### config.mk
export PLATFORM = sky130hd
export DESIGN_NAME = aes_word_loader
export DESIGN_NICKNAME = d
export VERILOG_FILES = /design/src/rtl/aes_word_loader.sv
export SDC_FILE = /design/constraint.sdc
export NUM_CORES = 1
export LEC_CHECK = 0
export ABC_AREA = 1
export BUFFER_PORTS_ARGS = -buffer_cell sky130_fd_sc_hd__buf_2
export CORE_MARGIN = 10
export CORE_UTILIZATION = 42
export CTS_BUF_LIST = sky130_fd_sc_hd__clkbuf_16
export CTS_CLUSTER_SIZE = 20
export DETAILED_ROUTE_END_ITERATION = 10
export PLACE_DENSITY = 0.66
export SKIP_LAST_GASP = 1
export SLEW_MARGIN = 20
export SYNTH_ARGS = -nofsm -noshare
export SYNTH_HDL_FRONTEND = slang
export SYNTH_SLANG_ARGS = --single-unit
### constraint.sdc
create_clock -name clk -period 3.84 [get_ports clk]
set_clock_uncertainty 0.05 [all_clocks]
set_input_delay 0.192 -clock clk [delete_from_list [all_inputs] [get_ports clk]]
set_output_delay 0.192 -clock clk [all_outputs]
set_load 0.01 [all_outputs]
### src/rtl/aes_word_loader.sv
// Word-serial key/plaintext packer and result aligner for a stall-free AES-256 pipeline.
// Optional key guard: define AES_LOADER_KEY_GUARD_EN to drop key writes while blocks are in flight.
module aes_word_loader #(
    parameter int unsigned LATENCY = 14
) (
    input  logic         clk,
    input  logic         rst,
    input  logic         key_wr,
    input  logic [31:0]  key_word,
    output logic         key_ready,
    output logic         key_err,
    input  logic         in_valid,
    output logic         in_ready,
    input  logic [31:0]  in_word,
    output logic [127:0] cipher_datain,
    output logic [255:0] cipher_key,
    input  logic [127:0] cipher_dataout,
    output logic         out_valid,
    output logic [127:0] out_block,
    output logic         busy
);

    logic [255:0]         shadow;
    logic [2:0]           key_cnt;
    logic                 key_valid;
    logic [127:0]         asm_q;
    logic [1:0]           word_cnt;
    logic [LATENCY-1:0]   tags;
    logic                 key_accept;
    logic                 in_fire;
    logic                 launch;

    always_comb begin
        key_ready = key_valid && (key_cnt == 3'd0);
        in_ready  = key_ready;
        in_fire   = in_valid && in_ready;
        launch    = in_fire && (word_cnt == 2'd3);
        busy      = |tags;
`ifdef AES_LOADER_KEY_GUARD_EN
        key_accept = key_wr && !busy;
`else
        key_accept = key_wr;
`endif
    end

    always_ff @(posedge clk) begin
        if (rst) begin
            shadow        <= '0;
            key_cnt       <= '0;
            key_valid     <= 1'b0;
            cipher_key    <= '0;
            asm_q         <= '0;
            word_cnt      <= '0;
            cipher_datain <= '0;
            tags          <= '0;
            out_valid     <= 1'b0;
            out_block     <= '0;
        end else begin
            if (key_accept) begin
                shadow  <= {shadow[223:0], key_word};
                key_cnt <= key_cnt + 3'd1;
                // The eighth word commits the whole key at once so the cipher never sees a mix.
                if (key_cnt == 3'd7) begin
                    cipher_key <= {shadow[223:0], key_word};
                    key_valid  <= 1'b1;
                end
            end
            if (in_fire) begin
                asm_q    <= {asm_q[95:0], in_word};
                word_cnt <= word_cnt + 2'd1;
                if (word_cnt == 2'd3)
                    cipher_datain <= {asm_q[95:0], in_word};
            end
            tags      <= {tags[LATENCY-2:0], launch};
            out_valid <= tags[LATENCY-1];
            if (tags[LATENCY-1])
                out_block <= cipher_dataout;
        end
    end

`ifdef AES_LOADER_KEY_GUARD_EN
    always_ff @(posedge clk) begin
        if (rst)
            key_err <= 1'b0;
        else if (key_wr && busy)
            key_err <= 1'b1;
    end
`else
    always_comb key_err = 1'b0;
`endif

endmodule
### Word-level counts from Yosys, hierarchy flattened

Index checks and enable logic that the tools add are counted.

* $add $sub $neg: 2
* equal/unequal tests: 2
* reduce and logical (&&, ||, !) cells: 7

Operators by type and width (number)
* OR reduction 14 bit: 1
* AND reduction 2 bit: 2
* adder 3 x 1 -> 3 bit, second input constant: 1
* equality test 3 bit, second input constant: 1
* logical AND 1 bit: 3
* zero test 3 bit: 1
* adder 2 x 1 -> 2 bit, second input constant: 1
* equality test 2 bit, second input constant: 1

* register bits after elaboration: 853
* input port bits: 196

### Longest topological paths before layout

Gate-level depths: netlist of run 1.

* depth in word-level cells: 4
* mapped depth: 9

### Least setup slack after synthesis of run 1

OpenSTA, ideal clock, no wires.

* path type: register -> output
* start point: register key_cnt[0]
* end point: output port key_ready
* arrival: 1.300 ns
* required time: 3.598 ns
* setup slack: 2.298 ns
* stages on the path, launching flop included: 8
* cells stage by stage: dfxtp_1 > inv_1 > ha_1 > nand2_1 > nor2_4 > buf_4 > buf_2 > buf_4

* cells in the longest elaborated chain, start to end: 2

Ends and longest elaborated chain
* start: declaration: line 24 `logic [2:0] key_cnt;`
* start signal: assignment: line 61 `key_cnt <= key_cnt + 3'd1;`
* zero test 3 bit: line 34 `key_ready = key_valid && (key_cnt == 3'd0);`
* logical AND 1 bit: line 34
* end: declaration: line 10 `output logic key_ready,`

No other way between the ends.

==> metrics.md, run 1 <==
| Metric | Value |
|---|---|
| Status | `complete, no violations` |
| Post-Syn Instances | `3789` |
| Final core utilization | `54.57%` |
| Clock Latency Late Sink | `0.63 ns` |
| First-pass GRT wire length | `162700 um` |
| Cell count after placement | `5161` |
| Area Overhead vs Synth | `28.75%` |
| Reg clk slew, reported paths | `0.06 ns` |
| Power Dens Cells | `477.7 nW/um2` |
| Syn_nets | `3989` |
| Num CTS Buffers | `88` |
| Fmax | `402.5 MHz` |
| Hold Crit Class | `in -> reg` |
| Largest net degree at the start of global routing | `222` |
| Average size of a mapped cell | `7.833 um2` |
| Drt drc | `0` |
| Slew @ Worst Pin | `1.089 ns` |
| R2R Path Start | `key_cnt[0]` |
| Total grt overflow | `0` |
| Crit end category | `flip-flop` |
| Setup TNS Final | `0 ns` |
| Register area share after synthesis | `57.54%` |
| WL final | `107100 um` |
| Finished Layout Cells | `5523` |
| Hold Fails Final Rpt | `0` |
| VDD IR max | `0.0003244 V` |
| Starting DRT DRC Count | `2777` |
| Post_cts resized | `0` |
| RD Place Congestion | `0.8909` |
| Detail Placement HPWL | `71060 um` |
| Clock Path Buffers | `3` |
| Total GRT Usage | `24.93%` |
| H-tree Lvls | `3` |
| RSZ-0062 raised after global routing | `false` |
| Hold Path Origin | `in_word[23]` |
| Share of layout cells above drive strength 1 | `18.81%` |
| Die X | `285.8 um` |
| Max_slew headroom | `27.43%` |
| Synth Register Bits | `853` |
| Endpoints failing setup | `0` |
| Die H | `285.8 um` |
| Tcrit/Tclk final | `64.69%` |
| Worst path slowest cell | `dlygate4sd3_1` |
| Initial antenna violation count | `6` |
| Crit path max-delay family | `buffers and inverters` |
| Max Cap Viol | `0` |
| Initial Util | `42.38%` |
| Worst path max stage delay | `0.55 ns` |
| Vias in the first global route | `26870` |
| Port buffer count | `711` |
| Netlist cell types | `21` |
| CTS root buffer | `clkbuf_16` |
| Synth warn | `0` |
| Avg WL per Cell | `19.40 um` |
| Post-route ant nets | `0` |
| Io pins | `713` |
| CTS tree | `built` |
| Via density | `5.134` |
| Crit path DAT | `3.01 ns` |
| Vias | `28360` |
| CP Launch Type | `primary input` |
| Kind of critical path | `in -> reg` |
| Nets | `4710` |
| CP Max Fanout | `142` |
| Core area | `70030 um2` |
| WP buf/inv | `5` |
| Min Tclk post-route | `2.484 ns` |
| Core Rows | `97` |
| Most frequent CP cell | `dlygate4sd3_1` |
| Full die area | `81700 um2` |
| Critical Path Start | `rst` |
| Leakage | `17.32 nW` |
| Clock sink count | `853` |
| Post-Syn Area | `29680 um2` |
| Max Slew Vio Count | `0` |
| Critical path, cell by cell | `dlygate4sd3_1, buf_4, inv_8, buf_12, o21ai_0, nor2_1, dlygate4sd3_1` |
| WP data required | `4.37 ns` |
| Pre-Repair DR Iteration Count | `5` |
sequential cells by signal (all words and copies together) (netlist names):
signal / cells
asm_q: 96
cipher_datain: 128
cipher_key: 256
key_cnt: 3
key_valid: 1
out_block: 128
out_valid: 1
shadow: 224
tags: 14
word_cnt: 2
report_power, final:
part	internal, mW	total (mW)	switching, mW
clock	4.54	8.13	3.59
sequential	9.02	9.18	0.157
combinational	0.384	0.947	0.563
total	13.9	18.3	4.31
cells by family (layout without fill, tap and decap cells):
| family | count (synthesis) | count (layout) | share of synthesized area (%) |
|---|---|---|---|
| flops | 853 | 853 | 57.54 |
| other cells | 1 | 7 | 0.01263 |
| fa+ha+maj | 4 | 4 | 0.1686 |
| buf+inv | 361 | 1149 | 5.147 |
| simple gates | 1858 | 1858 | 25.13 |
| compound gates | 712 | 712 | 12.01 |
cells in the final DEF, fill, tap and decap left out, drive strengths merged:
master,synthesis,final
nand2,230,230
clkinvlp,0,2
dlygate4sd3,0,199
clkinv,1,34
nand4,36,36
inv,52,80
o21ai,611,611
a21oi,101,101
nand3,290,290
ha,4,4
nand3b,1,1
buf,143,740
conb,1,1
diode,0,6
clkbuf,165,89
bufinv,0,5
dfxtp,853,853
nor2,1301,1301
per-stage QoR:
stage / total power, mW / setup WS (ns) / hold WS [ns] / instance area [um2]
final: 18.25 / 1.356 / 0.2688 / 38210
after global routing: 18.85 / 1.188 / 0.2758 / 38210
after CTS: 18.37 / 1.318 / 0.2237 / 38200
after detailed placement: 10.12 / 1.613 / 0.3675 / 33500
after global placement: 10.12 / 1.623 / 0.3624 / 33500
after floorplan: 9.778 / 2.298 / 0.2733 / 29680
path summary, 6_finish.rpt:
check | cells after the start | end | slack (ns)
setup / recovery | 7 | shadow[21] | 1.36
hold / removal | 4 | cipher_datain[23] | 0.27
setup reg to reg | 6 | cipher_key[8] | 1.48
hold reg to reg | 2 | tags[13] | 0.37
layer usage:
| layer | share of wire [%] | global-route usage [%] |
|---|---|---|
| met1 | 41 | 31.12 |
| met2 | 46 | 39.56 |
| met3 | 7.8 | 6.319 |
| met4 | 5.0 | 12.61 |
| met5 | 0 | 0 |
cells in the mapped netlist:
cell	number	area share (%)
buf_1	17	0.21
o21ai_1	6	0.10
nor2_1	1300	16
nand4_1	35	0.74
inv_2	3	0.038
buf_4	6	0.15
nand3b_1	1	0.025
nand3_2	1	0.034
nand4_4	1	0.072
conb_1	1	0.013
buf_2	120	2.0
ha_1	4	0.17
nand2_1	230	2.9
dfxtp_1	853	58
nor2_4	1	0.038
inv_1	49	0.62
o21ai_0	605	10
a21oi_1	101	1.7
clkbuf_1	165	2.1
nand3_1	289	4.9
clkinv_1	1	0.013
worst min-delay path, delay by kind of cell:
| family | cells | cell delay, ns |
|---|---|---|
| buffers and inverters | 2 | 0.62 |
| AND/OR/NAND/NOR | 2 | 0.12 |
layout make-up:
type | instances | area (um2)
Timing Repair Buffer | 939 | 5917
Sequential cell | 853 | 17080
Fill cell | 6546 | 31820
Multi-Input combinational cell | 2575 | 11100
Inverter | 53 | 224.0
Clock inverter | 68 | 474.2
Antenna cell | 6 | 15.01
Tap cell | 940 | 1176
Clock buffer | 89 | 2227
timing repair:
item | 4_1_cts | 5_1_grt
buffers inserted | 0 | 0
hold buffers | 199 | 0
hold endpoints to repair | 292 | 0
Power figures use the tool's default switching activity.
==> run 2, diff against run 1 <==
--- a/config.mk
+++ b/config.mk
@@ -5,14 +5,14 @@
 export SDC_FILE = /design/constraint.sdc
 export NUM_CORES = 1
 export LEC_CHECK = 0
-export ABC_AREA = 1
+export ABC_AREA = 0
 export BUFFER_PORTS_ARGS = -buffer_cell sky130_fd_sc_hd__buf_2
 export CORE_MARGIN = 10
 export CORE_UTILIZATION = 42
 export CTS_BUF_LIST = sky130_fd_sc_hd__clkbuf_16
 export CTS_CLUSTER_SIZE = 20
 export DETAILED_ROUTE_END_ITERATION = 10
-export PLACE_DENSITY = 0.66
+export PLACE_DENSITY = 0.69
 export SKIP_LAST_GASP = 1
 export SLEW_MARGIN = 20
 export SYNTH_ARGS = -nofsm -noshare
==> constraint.sdc (replaced) <==
create_clock -name clk -period 2.12 [get_ports clk]
set_clock_uncertainty 0.05 [all_clocks]
set_input_delay 0.106 -clock clk [delete_from_list [all_inputs] [get_ports clk]]
set_output_delay 0.106 -clock clk [all_outputs]
set_load 0.01 [all_outputs]
==> run 2 against run 1 <==
Worst hold slack lost 0.069 ns. Largest cell class unchanged. Sequential cell count is the same. Utilization grew 1.6 points. Via count shrank 8.4%. Register-to-register slack lost 1.3 ns. Combinational power grew 33%. Highest routed layer is now met5. Critical path depth shrank 4. Worst setup slack lost 1.2 ns.
==> metrics.md, run 2 <==
| Metric | Value |
|---|---|
| Synth top area share | `57.31%` |
| CTS tree | `built` |
| Io pins | `713` |
| Die X | `286.4 um` |
| Hold Path Origin | `cipher_dataout[2]` |
| Crit path DAT | `1.83 ns` |
| Synth cell count leaders | `853 x dfxtp_1, 707 x nand2_1, 481 x a21oi_1` |
| Post-Syn Area | `29800 um2` |
| Vias | `25980` |
| Synth Area in Adders | `0.1680%` |
| Share of layout cells above drive strength 1 | `21.97%` |
| Worst path slowest cell | `dfxtp_4` |
| RD Place Congestion | `0.8342` |
| Crit path max-delay family | `simple AND/OR/NAND/NOR gates` |
| Slew @ Worst Pin | `0.6481 ns` |
| Clock Path Buffers | `3` |
| Hold Fails Final Rpt | `0` |
| Worst setup margin | `0.1347 ns` |
| Core Rows | `97` |
| Post-route ant nets | `0` |
| Ys flop type | `dfxtp_1` |
| Reg clk slew, reported paths | `0.06 ns` |
| Max Cap Viol | `0` |
| H-tree Lvls | `3` |
| Starting DRT DRC Count | `2002` |
| Setup TNS Final | `0 ns` |
| Avg WL per Cell | `19.49 um` |
| Status | `complete, no violations` |
| Area Overhead vs Synth | `32.17%` |
| Syn_nets | `3515` |
| WL final | `100400 um` |
| Max_slew headroom | `56.79%` |
| Num CTS Buffers | `88` |
| Leakage | `16.51 nW` |
| Drt drc | `0` |
| Netlist cell types | `25` |
| Synth Area in XOR/XNOR | `0.05878%` |
| Compound-gate portion of the synthesized area | `10.23%` |
| Crit end category | `output port` |
| Area contributors post-synth | `dfxtp_1 57%, mux2i_1 12%, nand2_1 8.9%` |
| Detail Placement HPWL | `69010 um` |
| Post-synth EDFFs | `0` |
| Port buffer count | `711` |
| CP Max Fanout | `23` |
| Power Dens Cells | `821.6 nW/um2` |
| Max Slew Vio Count | `0` |
| Kind of critical path | `reg -> out` |
| Largest net degree at the start of global routing | `129` |
| Min Tclk post-route | `1.985 ns` |
| Total grt overflow | `0` |
| First-pass GRT wire length | `151200 um` |
| Register area share after synthesis | `57.31%` |
| Pre-Repair DR Iteration Count | `7` |
| WP data required | `1.96 ns` |
| Worst hold slack | `0.1997 ns` |
| Main combinational cell family by area after synthesis | `simple AND/OR/NAND/NOR gates` |
| Endpoints failing setup | `0` |
| Total GRT Usage | `23.21%` |
| Via density | `5.044` |
| Max reg flops | `256` |
| Post-Syn Instances | `3315` |
| Average size of a mapped cell | `8.989 um2` |
| R2R Path Start | `tags[13]` |
| Clock Latency Late Sink | `0.63 ns` |
| Cell taking the most area after synthesis | `dfxtp_1` |
| Hold Crit Class | `in -> reg` |
| Total power | `32.36 mW` |
| Simple-Gate Fraction of Synth Area | `16.11%` |
| Tcrit/Tclk final | `93.65%` |
| Initial antenna violation count | `10` |
| Initial Util | `42.48%` |
| VDD IR max | `0.0005897 V` |
| Synth warn | `0` |
| Die H | `286.4 um` |
| CP Launch Type | `flip-flop` |
| RSZ-0062 raised after global routing | `false` |
| Most numerous cell in the Yosys netlist | `dfxtp_1` |
| Synth Register Bits | `853` |
| Worst path max stage delay | `0.49 ns` |
| Critical Path Start | `tags[13]` |
| Top Registers | `cipher_key x256, shadow x224` |
| Critical path, cell by cell | `nor4_1, nand4_1, buf_2` |
| Design area | `39380 um2` |
| Post-synth ARST share | `0%` |
| Fillers | `6133` |
| Commonest non-fill, non-tap cell in the layout | `dfxtp_1` |
| Multiplexer share of the synthesized area | `11.89%` |
| Full die area | `82000 um2` |
| Fmax | `503.7 MHz` |
| Vias in the first global route | `24910` |
| Most flop-heavy register | `cipher_key` |
| Most frequent cells in the layout | `852 x dfxtp_1, 709 x buf_2, 706 x nand2_1, 481 x a21oi_1, 359 x nor2_1` |
| Core area | `70150 um2` |
| Placed cell area | `34600 um2` |
| Clock sink count | `853` |
| Nets | `4328` |
| WP buf/inv | `1` |
| CTS root buffer | `clkbuf_16` |
| Setup Slack @ Placement | `0.3445 ns` |
run 2: changes by cell type after synthesis, sizes merged, moves of 2 or more:
cell,previous run,this run
nor2,1301,359
o21ai,611,128
nand2,230,707
a21oi,101,481
mux2i,0,354
nand3,290,128
inv,52,3
clkbuf,165,122
nand4,36,1
nor2b,0,14
buf,143,150
nor4,0,3
xnor2,0,2
run 2: logic make-up (layout without fill, tap and decap cells):
logic type	count (synthesis)	count (layout)
xor+xnor	2	2
mux	354	354
flops	853	853
fa+ha+maj	4	4
buf+inv	275	1161
compound gates	609	609
simple gates	1217	1217
other cells	1	10
run 2: final timing paths:
kind | endpoint | slack, ns | depth (start not counted)
max | busy | 0.13 | 3
min | out_block[2] | 0.20 | 4
max reg2reg | out_block[24] | 0.22 | 4
min reg2reg | cipher_key[253] | 0.40 | 2
run 2: cell type report:
class,instances,area (um2),area share [%]
diodes,9,22.52,0.05718
clock buffers,89,2227,5.655
clock inverters,74,563.0,1.430
inverters,3,12.51,0.03177
multi-input cells,2187,11500,29.20
flip-flops and latches,853,17080,43.37
well taps,940,1176,2.986
repair buffers,995,6804,17.28
run 2: where the power goes:
| part | leakage (nW) | switching (mW) | internal (mW) |
|---|---|---|---|
| registers | 6.88 | 0.0837 | 16.1 |
| clock network | 1.45 | 6.50 | 8.41 |
| logic | 8.18 | 0.632 | 0.627 |
run 2: worst register-to-register path, stage by stage (launching register included):
cell and delay [ns]:
dfxtp_4 0.66, buf_12 0.28, mux2i_1 0.22, nor2_1 0.05, dlygate4sd3_1 0.57
run 2: through the flow:
step                utilization [%]  cells
finish                        56.14   5150
global route                  56.14   5150
CTS                           56.11   5141
detailed placement            49.32   4781
global placement              49.32   4781
floorplan                         -   3315
run 2: timing repair:
| item | 4_1_cts | 5_1_grt |
|---|---|---|
| endpoints found under the hold margin | 321 | 0 |
| gates resized for setup | 1 | 0 |
| hold buffers | 197 | 0 |
| setup buffers | 0 | 0 |
| setup endpoints to repair | 2 | 0 |
run 2: routing by layer:
metal / GRT usage [%] / share of wire (%) / vias to the layer above
li1: - / - / 12640
met1: 29.89 / 43 / 12240
met2: 36.62 / 46 / 877
met3: 5.833 / 7.2 / 209
met4: 9.870 / 4.0 / 4
met5: 0 / 0.023 / -
